File: src/rtl/mem_wb_stage.sv
// mem_wb_stage: MEM->WB pipeline register of the 5-stage MIPS core.
// Extracts and extends the loaded byte/halfword/word from the raw DM word,
// selects the write-back source, flags misaligned loads and registers the
// GRF write-back controls. All W_* outputs are registers.
// Ports:
//   clk, Reset (sync, active-high), Stall (hold), Flush (bubble)
//   M_Valid, M_PC, M_LoadOp, M_WDSel, M_Address, M_DMData, M_RegWE, M_WriteReg
//   W_RegWE, W_WriteReg, W_WriteData, W_PC, W_Valid, W_AdEL, W_Retired
module mem_wb_stage #(
  parameter logic [31:0] RESET_PC = 32'h0000_3000,
  parameter int unsigned CNT_W    = 32
) (
  input  logic             clk,
  input  logic             Reset,
  input  logic             Stall,
  input  logic             Flush,
  input  logic             M_Valid,
  input  logic [31:0]      M_PC,
  input  logic [2:0]       M_LoadOp,
  input  logic [1:0]       M_WDSel,
  input  logic [31:0]      M_Address,
  input  logic [31:0]      M_DMData,
  input  logic             M_RegWE,
  input  logic [4:0]       M_WriteReg,
  output logic             W_RegWE,
  output logic [4:0]       W_WriteReg,
  output logic [31:0]      W_WriteData,
  output logic [31:0]      W_PC,
  output logic             W_Valid,
  output logic             W_AdEL,
  output logic [CNT_W-1:0] W_Retired
);

  localparam int unsigned XLEN = 32;

  localparam logic [2:0] OP_LBU = 3'd1;
  localparam logic [2:0] OP_LB  = 3'd2;
  localparam logic [2:0] OP_LHU = 3'd3;
  localparam logic [2:0] OP_LH  = 3'd4;

  localparam logic [1:0] WD_ALU = 2'd0;
  localparam logic [1:0] WD_MEM = 2'd1;
  localparam logic [1:0] WD_PC8 = 2'd2;

  logic [1:0]      byte_off;
  logic [7:0]      ld_byte;
  logic [15:0]     ld_half;
  logic [XLEN-1:0] ld_data;
  logic [XLEN-1:0] sel_data;
  logic            misalign;
  logic            wr_zero;
  logic            next_regwe;
  logic [XLEN-1:0] next_wdata;

  assign byte_off = M_Address[1:0];

  // Byte and halfword lanes of the DM word chosen by the low address bits
  always_comb begin
    ld_byte = M_DMData[7:0];
    case (byte_off)
      2'd0:    ld_byte = M_DMData[7:0];
      2'd1:    ld_byte = M_DMData[15:8];
      2'd2:    ld_byte = M_DMData[23:16];
      default: ld_byte = M_DMData[31:24];
    endcase
    ld_half = byte_off[1] ? M_DMData[31:16] : M_DMData[15:0];
  end

  // Extension per load opcode; reserved opcodes behave as LW
  always_comb begin
    ld_data  = M_DMData;
    misalign = (byte_off != 2'd0);
    case (M_LoadOp)
      OP_LBU: begin
        ld_data  = {24'd0, ld_byte};
        misalign = 1'b0;
      end
      OP_LB: begin
        ld_data  = {{24{ld_byte[7]}}, ld_byte};
        misalign = 1'b0;
      end
      OP_LHU: begin
        ld_data  = {16'd0, ld_half};
        misalign = byte_off[0];
      end
      OP_LH: begin
        ld_data  = {{16{ld_half[15]}}, ld_half};
        misalign = byte_off[0];
      end
      default: begin
        ld_data  = M_DMData;
        misalign = (byte_off != 2'd0);
      end
    endcase
    // Alignment only matters when the load result is actually written back
    if (M_WDSel != WD_MEM) misalign = 1'b0;
  end

  // Write-back source select, then $0 and misalign suppression
  always_comb begin
    sel_data = '0;
    case (M_WDSel)
      WD_ALU:  sel_data = M_Address;
      WD_MEM:  sel_data = ld_data;
      WD_PC8:  sel_data = M_PC + XLEN'(8);
      default: sel_data = '0;
    endcase
    wr_zero    = (M_WriteReg == 5'd0);
    next_regwe = M_RegWE && !misalign && !wr_zero;
    next_wdata = (misalign || wr_zero) ? '0 : sel_data;
  end

  // WB register bank: Reset > Flush > Stall > bubble/normal capture
  always_ff @(posedge clk) begin
    if (Reset) begin
      W_RegWE     <= 1'b0;
      W_WriteReg  <= 5'd0;
      W_WriteData <= '0;
      W_PC        <= RESET_PC;
      W_Valid     <= 1'b0;
      W_AdEL      <= 1'b0;
      W_Retired   <= '0;
    end else if (Flush || (!Stall && !M_Valid)) begin
      W_RegWE     <= 1'b0;
      W_WriteReg  <= 5'd0;
      W_WriteData <= '0;
      W_PC        <= RESET_PC;
      W_Valid     <= 1'b0;
      W_AdEL      <= 1'b0;
    end else if (!Stall) begin
      W_RegWE     <= next_regwe;
      W_WriteReg  <= M_WriteReg;
      W_WriteData <= next_wdata;
      W_PC        <= M_PC;
      W_Valid     <= 1'b1;
      W_AdEL      <= misalign;
      W_Retired   <= W_Retired + CNT_W'(1);
    end
  end

endmodule

File: config.mk
export PLATFORM = sky130hd
export DESIGN_NAME = mem_wb_stage
export DESIGN_NICKNAME = d
export VERILOG_FILES = /design/src/rtl/mem_wb_stage.sv
export SDC_FILE = /design/constraint.sdc
export NUM_CORES = 1
export LEC_CHECK = 0
export CAP_MARGIN = 40
export CORE_AREA = 2 2 150 115
export DETAILED_ROUTE_END_ITERATION = 10
export DIE_AREA = 0 0 152 117
export GPL_TIMING_DRIVEN = 0
export PLACE_DENSITY_LB_ADDON = 0.15
export SKIP_LAST_GASP = 1
export SLEW_MARGIN = 20
export SYNTH_ARGS = -nofsm -noshare
export SYNTH_HDL_FRONTEND = slang
export SYNTH_SLANG_ARGS = --single-unit
File: constraint.sdc
create_clock -name clk -period 2.57 [get_ports clk]
set_input_delay 0.514 -clock clk [delete_from_list [all_inputs] [get_ports clk]]
set_output_delay 0.514 -clock clk [all_outputs]
set_load 0.01 [all_outputs]
* Word-level counts from Yosys, hierarchy flattened *
Index checks and enable logic that the tools add are counted.

word-level totals
  word-level logic and storage cells = 44
  bits of input ports = 112
  register bits after elaboration = 104
  output and inout bits = 104

cells by class
  bitwise logic cells = 2
  reduce and logical (&&, ||, !) cells = 17
  add/subtract/negate cells = 2
  equal/unequal tests = 9
  muxes and demuxes = 7

operators by type and width
  operator                 number
  $pmux W32 S4             1
  $pmux W32 S3             1
  $add A32 B1 Y32 const B  1
  $add A32 B4 Y32 const B  1
  $mux W32                 1
  $pmux W8 S3              1
  $mux W16                 1
  $eq A3 B2 Y1 const B     2
  $reduce_or A2 Y1         3
  $logic_not A5 Y1         1
  $eq A2 B1 Y1 const B     2
  $eq A2 B2 Y1 const B     2
  $logic_not A1 Y1         4
  $logic_not A2 Y1         2
  $eq A3 B1 Y1 const B     1
  $eq A3 B3 Y1 const B     1
  $logic_and A1 B1 Y1      3
  $logic_or A1 B1 Y1       2
  $ne A2 B1 Y1 const B     1
  $not A1 Y1               2
  $pmux W1 S2              1
  $reduce_and A2 Y1        1
  $reduce_bool A2 Y1       1
  $mux W1                  1

* Logic depth before layout (Yosys ltp) *
Gate-level depths: netlist (run 1).

  depth after elaboration = 7
  gate-level depth with buffers = 8
  mapped depth without buffers = 6

* Least setup slack after synthesis (run 1) *
No wires, ideal clock.

  path type = input port to flip-flop
  start point = in M_LoadOp[0]
  end point = reg W_WriteData[23]
  stages = 7
  data required time = 2.418 ns
  library setup time = 0.152 ns
  arrival = 2.093 ns
  path buffers = 2
  setup slack = 0.326 ns
  cell sequence = or3b_1 -> buf_2 -> o311ai_0 -> nor2_1 -> buf_2 -> a222oi_1 -> a221oi_2

between the ends
  word-level cells in the longest chain between the ends = 6
  elaborated cells between the ends (all ways) = 12
  classes of those cells = 4 x eq/ne; 5 x mux; 3 x reduce/logical

ends and longest elaborated chain
  what                                  RTL line  source
  start: declaration                    19        input logic [2:0] M_LoadOp,
  $eq A3 B3 Y1 (tied with other cells)  73        case (M_LoadOp)
  $reduce_or A2 Y1 (no source line)     n/a
  $pmux W1 S2                           73
  $mux W1                               96        if (M_WDSel != WD_MEM) misalign = 1'b0;
  $logic_or A1 B1 Y1                    110       next_wdata = (misalign || wr_zero) ? '0 : sel_data;
  $mux W32 *                            110
  end signal: assignment                133       W_WriteData <= next_wdata;
  end: declaration                      27        output logic [31:0] W_WriteData,

Mark *: on every way between the ends. The rest lies on a longest branch, timed or not.
A chain may end at the register's enable or synchronous reset.

* Worst setup path after layout (run 1) *
  start point = in M_PC[3]
  end point = reg W_WriteData[25]

between the ends
  word-level cells in the longest chain between the ends = 3

ends and longest elaborated chain
  what                RTL line  source
  start: declaration  18        input logic [31:0] M_PC,
  $add A32 B4 Y32     105       WD_PC8: sel_data = M_PC + XLEN'(8);
  $pmux W32 S3        102       case (M_WDSel)
  $mux W32            110

No other way between the ends.

==> out/metrics.cfg, run 1 <==
[synthesis]
syn_avg_cell_area_um2 = 8.46
synthesis.nets = 876
netlist_instances = 762
ys_warn_count = 0
yosysTopAreaCell = dfxtp_1
async_flop_share_pct = 0
synthFlopType = dfxtp_1
ys_seq_area_share_pct = 32.3
syn_area_um2 = 6450
synth.top_cell.area_share_pct = 32.3
yosysUniqueCellTypes = 69
synth.area.top_cells = dfxtp_1 32%, mux2i_1 7.8%, nor2_1 5.4%
synth_edf_count = 0
synth-seq-cells = 104

[route]
routedWlPerCell_um = 20.5
drc = 0
drt_iter0_markers = 852
first_pass_iters = 7
num_vias = 7020
postRouteAntennaNets = 0
vias_per_cell = 5.81
wirelength_um = 24700

[sta]
maxSlewViolCount = 0
clock.fmax_mhz = 401
hold_viol = 0
fin_skew_ns = 0.00516
slew_headroom_pct = 43.1
rsz0062_at_grt = true
setup_slack_ns = 0.0782
setup_violations = 0
period_share_pct = 97.0
period_needed_ns = 2.49
worstMarginPinSlew_ns = 0.853

[critical_path]
worstPathCellList = clkdlybuf4s50_1 > ha_2 > nand4_1 > or2_2 > buf_1 > o31a_1 > o21ai_1 > a221oi_2
crit_path_start = M_PC[3]
critPathLaunchType = primary input
end_kind = flop
critPathSlowestCell = clkdlybuf4s50_1
critPathKind = primary input to flop
worstPathArrival_ns = 2.70
cp.required_ns = 2.78
reg2reg_from = W_Retired[3]$_SDFFE_PP0P_
critPathMaxStageDelay_ns = 0.60
cp_max_fo = 8

[finish]
layout_common_cells = 198 x clkdlybuf4s50_1, 104 x dfxtp_1, 91 x nor2_1, 61 x nand2_1, 50 x mux2i_1
areaGrowthSynthToFinish_pct = 45.0
final_common_cell = clkdlybuf4s50_1
nNetsFinal = 1103
diodes = 0
layout-drive-gt1-share_pct = 9.36

[job]
cap_violations = 0

[pwr]
powerDensity_nw_per_um2 = 434
total_power_w = 0.00406
p_leak_nw = 3.26
ir_drop_mv = 0.292

[hold_path]
hp-start = W_Valid$_SDFFE_PP0N_
hold_class = flop to flop

[floorplan]
initial_core_util_pct = 39.2
ios = 216
core_um2 = 16500
rows = 41
die_w_um = 152
die_area_um2 = 17800
fp.dieH_um = 117

[status]
status = finished clean

[clocking]
cts_max_path_buffers = 2
cts-buffers-inserted = 9
insertion_delay_ns = 0.36
clock-sinks = 104
cts_tree = done
cts.root.buffer_cell = clkbuf_16
cts.clk_slew.worst_paths_ns = 0.07
htreeDepth = 3

[placement]
gp_congestion = 0.989
io_buffers = 208
dp_hpwl_um = 19500
dpl_worst_slack_ns = -0.768

[grt]
grt_pass1_vias = 6344
grt_first_pass_wirelength_um = 37300
antenna_found_initial = 0
grt_usage_pct = 27.2
overflow = 0
grt_max_degree = 18

[metal layers]
| metal | vias to the layer above | GRT usage (%) | wire, um |
|---|---|---|---|
| met2 | 365 | 38.6 | 10100 |
| met3 | 30 | 9.02 | 2810 |
| met4 | 0 | 6.36 | 327 |
| li1 | 3312 | - | - |
| met1 | 3313 | 39.5 | 11500 |
| met5 | - | 0 | 0 |
[through the flow]
step | setup TNS (ns) | instances | utilization, % | area (um2) | hold WS, ns
global placement | -23.61 | 1185 | 53.4 | 8800 | 0.439
CTS | -0.00836 | 1202 | 55.9 | 9200 | 0.466
global route | -0.0263 | 1209 | 56.8 | 9350 | 0.482
detailed placement | -24.07 | 1186 | 53.5 | 8810 | 0.456
floorplan | 0 | 762 | - | 6450 | 0.474
finish | 0 | 1209 | 56.8 | 9350 | 0.470
[registers in the layout (all words and copies together) (netlist names)]
register,flops
W_RegWE,1
W_Valid,1
W_WriteReg,5
W_AdEL,1
W_Retired,32
W_WriteData,32
W_PC,32
[worst max-delay path, delay by kind of cell]
kind,cells,cell delay [ns]
and+or+nand+nor,2,0.46
adders and majority gates,1,0.30
AOI/OAI and AO/OA,3,0.60
buffers and inverters,2,0.82
[what timing repair did]
action,in CTS,in global routing
resized for setup,23,26
cloned,0,1
setup endpoints to repair,31,41
buffers inserted,2,7
hold buffers,0,0
pin swaps,3,6
[area by class of cell]
class / count / area [um2]
timing repair buffer: 219 / 2200
inverter: 18 / 67.6
clock inverter: 6 / 90.1
multi-input combinational: 578 / 4140
fill: 1537 / 7120
sequential: 104 / 2080
buffer: 59 / 279
clock buffer: 10 / 229
tap: 215 / 269
[power breakdown]
group | leakage, nW | total [W] | switching (W) | internal (W)
sequential | 0.841 | 0.00166 | 0.0000195 | 0.00164
combinational | 2.26 | 0.000897 | 0.000482 | 0.000415
clock | 0.153 | 0.00151 | 0.000646 | 0.000860
total | 3.26 | 0.00406 | 0.00115 | 0.00291
[final timing paths]
kind | end | slack (ns) | cells after the start
min reg2reg | W_Valid$_SDFFE_PP0N_ | 0.47 | 2
max | W_WriteData[25]$_SDFFE_PP0N_ | 0.08 | 8
min | W_Valid$_SDFFE_PP0N_ | 0.47 | 2
max reg2reg | W_Retired[29]$_SDFFE_PP0P_ | 0.66 | 6
[kinds of logic (layout without fill, tap and decap cells)]
group / after synthesis / count (layout) / synth area share [%]
simple gates: 307 / 307 / 24.0
compound gates: 168 / 168 / 21.7
flops: 104 / 104 / 32.3
buf+inv: 80 / 312 / 5.03
mux: 63 / 63 / 11.4
xor+xnor: 37 / 37 / 5.03
fa+ha+maj: 3 / 3 / 0.543
[cells in the mapped netlist (15+ instances only)]
library cell	instances
dfxtp_1	104
nor2_1	92
nand2_1	61
mux2i_1	50
clkbuf_1	43
xnor2_1	28
a21oi_1	22
nor4_1	20
nand2b_1	19
o21ai_0	19
inv_1	18
nand3_1	18
a211oi_1	17
a222oi_1	17
nor3_1	17
nand4_1	16
and2_1	15
No activity file was read; power rests on OpenSTA's default activity.
==> run 2, diff against run 1 <==
--- a/config.mk
+++ b/config.mk
@@ -6,9 +6,11 @@
 export NUM_CORES = 1
 export LEC_CHECK = 0
 export CAP_MARGIN = 40
-export CORE_AREA = 2 2 150 115
+export CELL_PAD_IN_SITES_DETAIL_PLACEMENT = 1
+export CELL_PAD_IN_SITES_GLOBAL_PLACEMENT = 1
+export CORE_AREA = 2 2 163 125
 export DETAILED_ROUTE_END_ITERATION = 10
-export DIE_AREA = 0 0 152 117
+export DIE_AREA = 0 0 165 127
 export GPL_TIMING_DRIVEN = 0
 export PLACE_DENSITY_LB_ADDON = 0.15
 export SKIP_LAST_GASP = 1
==> run 2 against run 1 <==
Power up 1.4%. Cell area up 0.99%. Global-route usage down 0.79 points. Worst setup slack worse by 0.050 ns. Largest power group unchanged.
==> out/metrics.cfg, run 2 (synthesized netlist as in run 1, its figures left out) <==
[status]
status = finished clean

[floorplan]
rows = 44
die_area_um2 = 21000
die_w_um = 165
fp.dieH_um = 127
core_um2 = 19200
initial_core_util_pct = 33.6
ios = 216

[critical_path]
path_buf_inv = 4
critPathSlowestCell = clkdlybuf4s50_1
reg2reg_from = W_Retired[3]$_SDFFE_PP0P_
critPathLaunchType = primary input
cp_max_fo = 10
cp.required_ns = 2.79
r2r_cells = 6
end_kind = flop
r2r_slack_ns = 0.59
worstPathArrival_ns = 2.77
critPathKind = primary input to flop
critPathMaxStageDelay_ns = 0.49
r2r_end = W_Retired[24]$_SDFFE_PP0P_
worstPathCellList = clkdlybuf4s50_1 > or3b_1 > buf_6 > buf_4 > clkbuf_1 > o221ai_1 > a2bb2oi_2 > o22ai_1
critPathTopFamily = buffers and inverters

[sta]
slew_headroom_pct = 44.4
setup_violations = 0
fin_skew_ns = 0.00805
maxSlewViolCount = 0
fin_worst_hold_slack_ns = 0.450
finalSetupTns_ns = 0
period_share_pct = 98.9
hold_viol = 0
rsz0062_at_grt = true
worstMarginPinSlew_ns = 0.833
period_needed_ns = 2.54
clock.fmax_mhz = 393

[grt]
overflow = 0
grt_max_degree = 17
grt_usage_pct = 26.4
grt_first_pass_wirelength_um = 42000
grt_pass1_vias = 6954
antenna_found_initial = 0

[route]
postRouteAntennaNets = 0
vias_per_cell = 5.67
num_vias = 7067
wirelength_um = 28100
first_pass_iters = 8
drc = 0
routedWlPerCell_um = 22.6
drt_iter0_markers = 731

[finish]
areaGrowthSynthToFinish_pct = 46.5
layout_common_cells = 197 x clkdlybuf4s50_1, 104 x dfxtp_1, 90 x nor2_1, 61 x nand2_1, 50 x mux2i_1
final_common_cell = clkdlybuf4s50_1
diodes = 0
reg.largest.list = W_PC (32), W_Retired (32), W_WriteData (32)
layout-drive-gt1-share_pct = 9.87
final_util_pct = 49.2
final_cell_area_um2 = 9440
nNetsFinal = 1103
n_fill_cell = 2280

[placement]
io_buffers = 208
gp_congestion = 0.952
detailed_place.area_um2 = 8860
dp_hpwl_um = 22100

[clocking]
htreeDepth = 3
cts-buffers-inserted = 9
cts.clk_slew.worst_paths_ns = 0.07
clock-sinks = 104
cts_max_path_buffers = 2
insertion_delay_ns = 0.36
cts_hold_buf = 0
cts_tree = done
cts.root.buffer_cell = clkbuf_16

[pwr]
powerDensity_nw_per_um2 = 436
total_power_w = 0.00412
ir_drop_mv = 0.321
p_leak_nw = 3.27

[hold_path]
hp-start = W_Valid$_SDFFE_PP0N_
hold_class = flop to flop
whs_endpoint = W_Valid$_SDFFE_PP0N_
whs_path_depth = 2

[job]
cap_violations = 0

-- run 2: cell types whose count changed in the layout (fill, tap and decap cells not counted), sizes merged --
cell	delta
clkinv	-1
dlymetal6s2s	-1
buf	+1
dlygate4sd2	+2
inv	-1
clkdlybuf4s50	-1
-- run 2: per-layer routing --
layer  GRT usage, %  part of all wire, %  wire (um)
met1           38.3                   48      13400
met2           37.4                   41      11600
met4           3.94                 0.88        247
met3           10.2                   10       2870
met5              0                    0          0
-- run 2: area by class of cell --
cell class              instances  area (um2)  area share (%)
repair buffers                219        2210            23.4
plain buffers                  59         290            3.07
flip-flops and latches        104        2080            22.0
well taps                     253         317            3.35
clock inverters                 4        76.3           0.808
inverters                      18        67.6           0.715
multi-input cells             578        4160            44.1
clock buffers                  11         243            2.57
-- run 2: tightest hold or removal path, stage by stage (launching register included) --
cell and delay, ns:
dfxtp_1 0.31, inv_1 0.05, a21oi_1 0.05
-- run 2: per-stage QoR --
step,instances,setup slack (ns)
global route,1246,-0.0213
global placement,1223,-0.924
CTS,1239,-0.0565
detailed placement,1224,-0.968
finish,1246,0.0283
floorplan,762,0.326
-- run 2: worst max path at each step --
| stage | startpoint | to | slack [ns] | cells past startpoint |
|---|---|---|---|---|
| floorplan | M_LoadOp[0] | W_WriteData[23]$_SDFFE_PP0N_ | 0.33 | 7 |
| global placement | M_Address[1] | W_WriteData[11]$_SDFFE_PP0N_ | -0.92 | 8 |
| detailed placement | M_LoadOp[1] | W_WriteData[4]$_SDFFE_PP0N_ | -0.97 | 7 |
| CTS | M_Address[1] | W_WriteData[4]$_SDFFE_PP0N_ | -0.06 | 7 |
| global route | M_LoadOp[2] | W_WriteData[17]$_SDFFE_PP0N_ | -0.02 | 8 |
| finish | M_LoadOp[2] | W_WriteData[4]$_SDFFE_PP0N_ | 0.03 | 8 |
-- run 2: power by group --
group | switching (W) | internal, W
clock network | 0.000647 | 0.000880
logic | 0.000509 | 0.000425
registers | 0.0000195 | 0.00164
total | 0.00118 | 0.00294
-- run 2: what timing repair did --
| action | in CTS | in global routing |
|---|---|---|
| gates resized for setup | 34 | 27 |
| pin swaps | 5 | 5 |
| gates cloned | 0 | 2 |
| setup buffers | 2 | 6 |
| endpoints found under the setup margin | 42 | 47 |
==> run 3, diff against run 2 <==
--- a/config.mk
+++ b/config.mk
@@ -11,7 +11,6 @@
 export CORE_AREA = 2 2 163 125
 export DETAILED_ROUTE_END_ITERATION = 10
 export DIE_AREA = 0 0 165 127
-export GPL_TIMING_DRIVEN = 0
 export PLACE_DENSITY_LB_ADDON = 0.15
 export SKIP_LAST_GASP = 1
 export SLEW_MARGIN = 20
==> run 3 against run 2 <==
Wire length shrank 5.9%. First-iteration DRC count is 9.7% lower. Cell count grew 4.8%. Cell area increased by 4.7%. Register-to-register slack better by 0.06 ns. Combinational power up 5.9%. Flip-flop and latch count unchanged. Sequential share of layout area fell by 0.99 points. Clock power fell by 9.8%. Largest cell class unchanged.
==> out/metrics.cfg, run 3 (synthesized netlist as in run 1, its figures left out) <==
[grt]
grt_first_pass_wirelength_um = 40200
antenna_found_initial = 3
grt_pass1_vias = 7067
overflow = 0
grt_max_degree = 46
grt_usage_pct = 24.9

[critical_path]
cp_max_fo = 16
reg2reg_from = W_Retired[14]$_SDFFE_PP0P_
end_kind = flop
cp.required_ns = 2.80
crit_path_start = M_PC[21]
worstPathArrival_ns = 2.66
critPathKind = primary input to flop
critPathLaunchType = primary input

[pwr]
p_clk_share_pct = 34.3
ir_drop_mv = 0.276
intPower_w = 0.00284
pwr-share-comb_pct = 24.6
total_power_w = 0.00403
netSwitchingFraction_pct = 29.4
power_frac_seq_pct = 41.2
powerDensity_nw_per_um2 = 407
p_leak_nw = 3.58
switching_power_w = 0.00118

[floorplan]
initial_core_util_pct = 33.6
rows = 44
die_area_um2 = 21000
die_w_um = 165
ios = 216
core_um2 = 19200
fp.dieH_um = 127

[finish]
reg.largest.list = W_PC (32), W_Retired (32), W_WriteData (32)
final_common_cell = clkdlybuf4s50_1
nNetsFinal = 1160
layout_common_cells = 214 x clkdlybuf4s50_1, 119 x buf_4, 104 x dfxtp_1, 92 x nor2_1, 61 x nand2_1
layout-drive-gt1-share_pct = 16.8
areaGrowthSynthToFinish_pct = 53.4
final_util_pct = 51.5

[route]
drt_iter0_markers = 660
wirelength_um = 26400
routedWlPerCell_um = 20.2
first_pass_iters = 6
postRouteAntennaNets = 0
drc = 0
vias_per_cell = 5.49
num_vias = 7168

[sta]
period_share_pct = 94.8
fin_skew_ns = 0.0113
maxSlewViolCount = 0
slew_headroom_pct = 49.6
worstMarginPinSlew_ns = 0.751
period_needed_ns = 2.44
clock.fmax_mhz = 411
rsz0062_at_grt = false
hold_viol = 0
setup_violations = 0

[hold_path]
hp-start = W_Valid$_SDFFE_PP0N_
hold_class = flop to flop

[placement]
io_buffers = 215
gp_congestion = 0.893
dp_hpwl_um = 21300

[job]
cap_violations = 0

[clocking]
cts_hold_buf = 0
cts-buffers-inserted = 9
cts_max_path_buffers = 2
cts.root.buffer_cell = clkbuf_16
cts_tree = done
cts.clk_slew.worst_paths_ns = 0.07
htreeDepth = 3
insertion_delay_ns = 0.36
clock-sinks = 104

[status]
status = finished clean

## run 3: cell types whose count changed in the layout (fill, tap and decap cells not counted), sizes merged
cell and change:
bufinv -2, buf +94, inv +1, clkinvlp -1, clkinv +4, clkdlybuf4s50 +17
clkbuf -44, diode +2, dlygate4sd2 -6, dlymetal6s2s -5
## run 3: repair_timing
| action | in CTS | in global routing |
|---|---|---|
| endpoints found under the setup margin | 0 | 13 |
| resized for setup | 0 | 1 |
| buffers inserted | 0 | 0 |
## run 3: layer usage
layer,share of wire (%),global-route usage [%],up-vias
met4,0.96,5.78,2
met3,8.1,7.95,17
met1,49,35.8,3501
met2,42,36.2,223
li1,-,-,3425
met5,0.049,0,-
## run 3: power groups by stage
stage	clock, W	sequential (W)	combinational [W]
2_1_floorplan	0	0.00171	0.000413
3_3_place_gp	0	0.00170	0.000966
3_5_place_dp	0	0.00170	0.000977
4_1_cts	0.00143	0.00166	0.000983
5_1_grt	0.00149	0.00166	0.00106
6_report	0.00138	0.00166	0.000989
## run 3: cell type report
type,instances,area (um2)
clock buffers,10,239
well taps,253,317
multi-input cells,578,4050
repair buffers,335,3080
fillers,2246,9320
inverters,18,67.6
clock inverters,6,51.3
flip-flops and latches,104,2080
diodes,2,5.00
## run 3: final timing paths
kind | endpoint | slack (ns) | depth (start not counted)
max reg2reg | W_Retired[30]$_SDFFE_PP0P_ | 0.65 | 6
min | W_Valid$_SDFFE_PP0N_ | 0.45 | 2
min reg2reg | W_Valid$_SDFFE_PP0N_ | 0.45 | 2
max | W_WriteData[27]$_SDFFE_PP0N_ | 0.13 | 7
## run 3: worst max-delay path, stage by stage
cell and delay [ns]:
clkdlybuf4s50_1 0.50, nand4_1 0.18, or4_1 0.59, buf_4 0.22, o31a_1 0.28, o21ai_0 0.28
a221oi_2 0.09
## run 3: metrics by stage
step / cell area (um2) / setup TNS (ns) / hold slack, ns / worst slack, ns / std cells
2_1_floorplan: 6450 / 0 / 0.474 / 0.326 / 762
3_3_place_gp: 9590 / -3.09 / 0.437 / -0.184 / 1288
3_5_place_dp: 9590 / -4.75 / 0.446 / -0.288 / 1288
4_1_cts: 9880 / 0 / 0.457 / 0.0934 / 1304
5_1_grt: 9880 / 0 / 0.480 / 0.0503 / 1304
6_report: 9890 / 0 / 0.453 / 0.135 / 1306
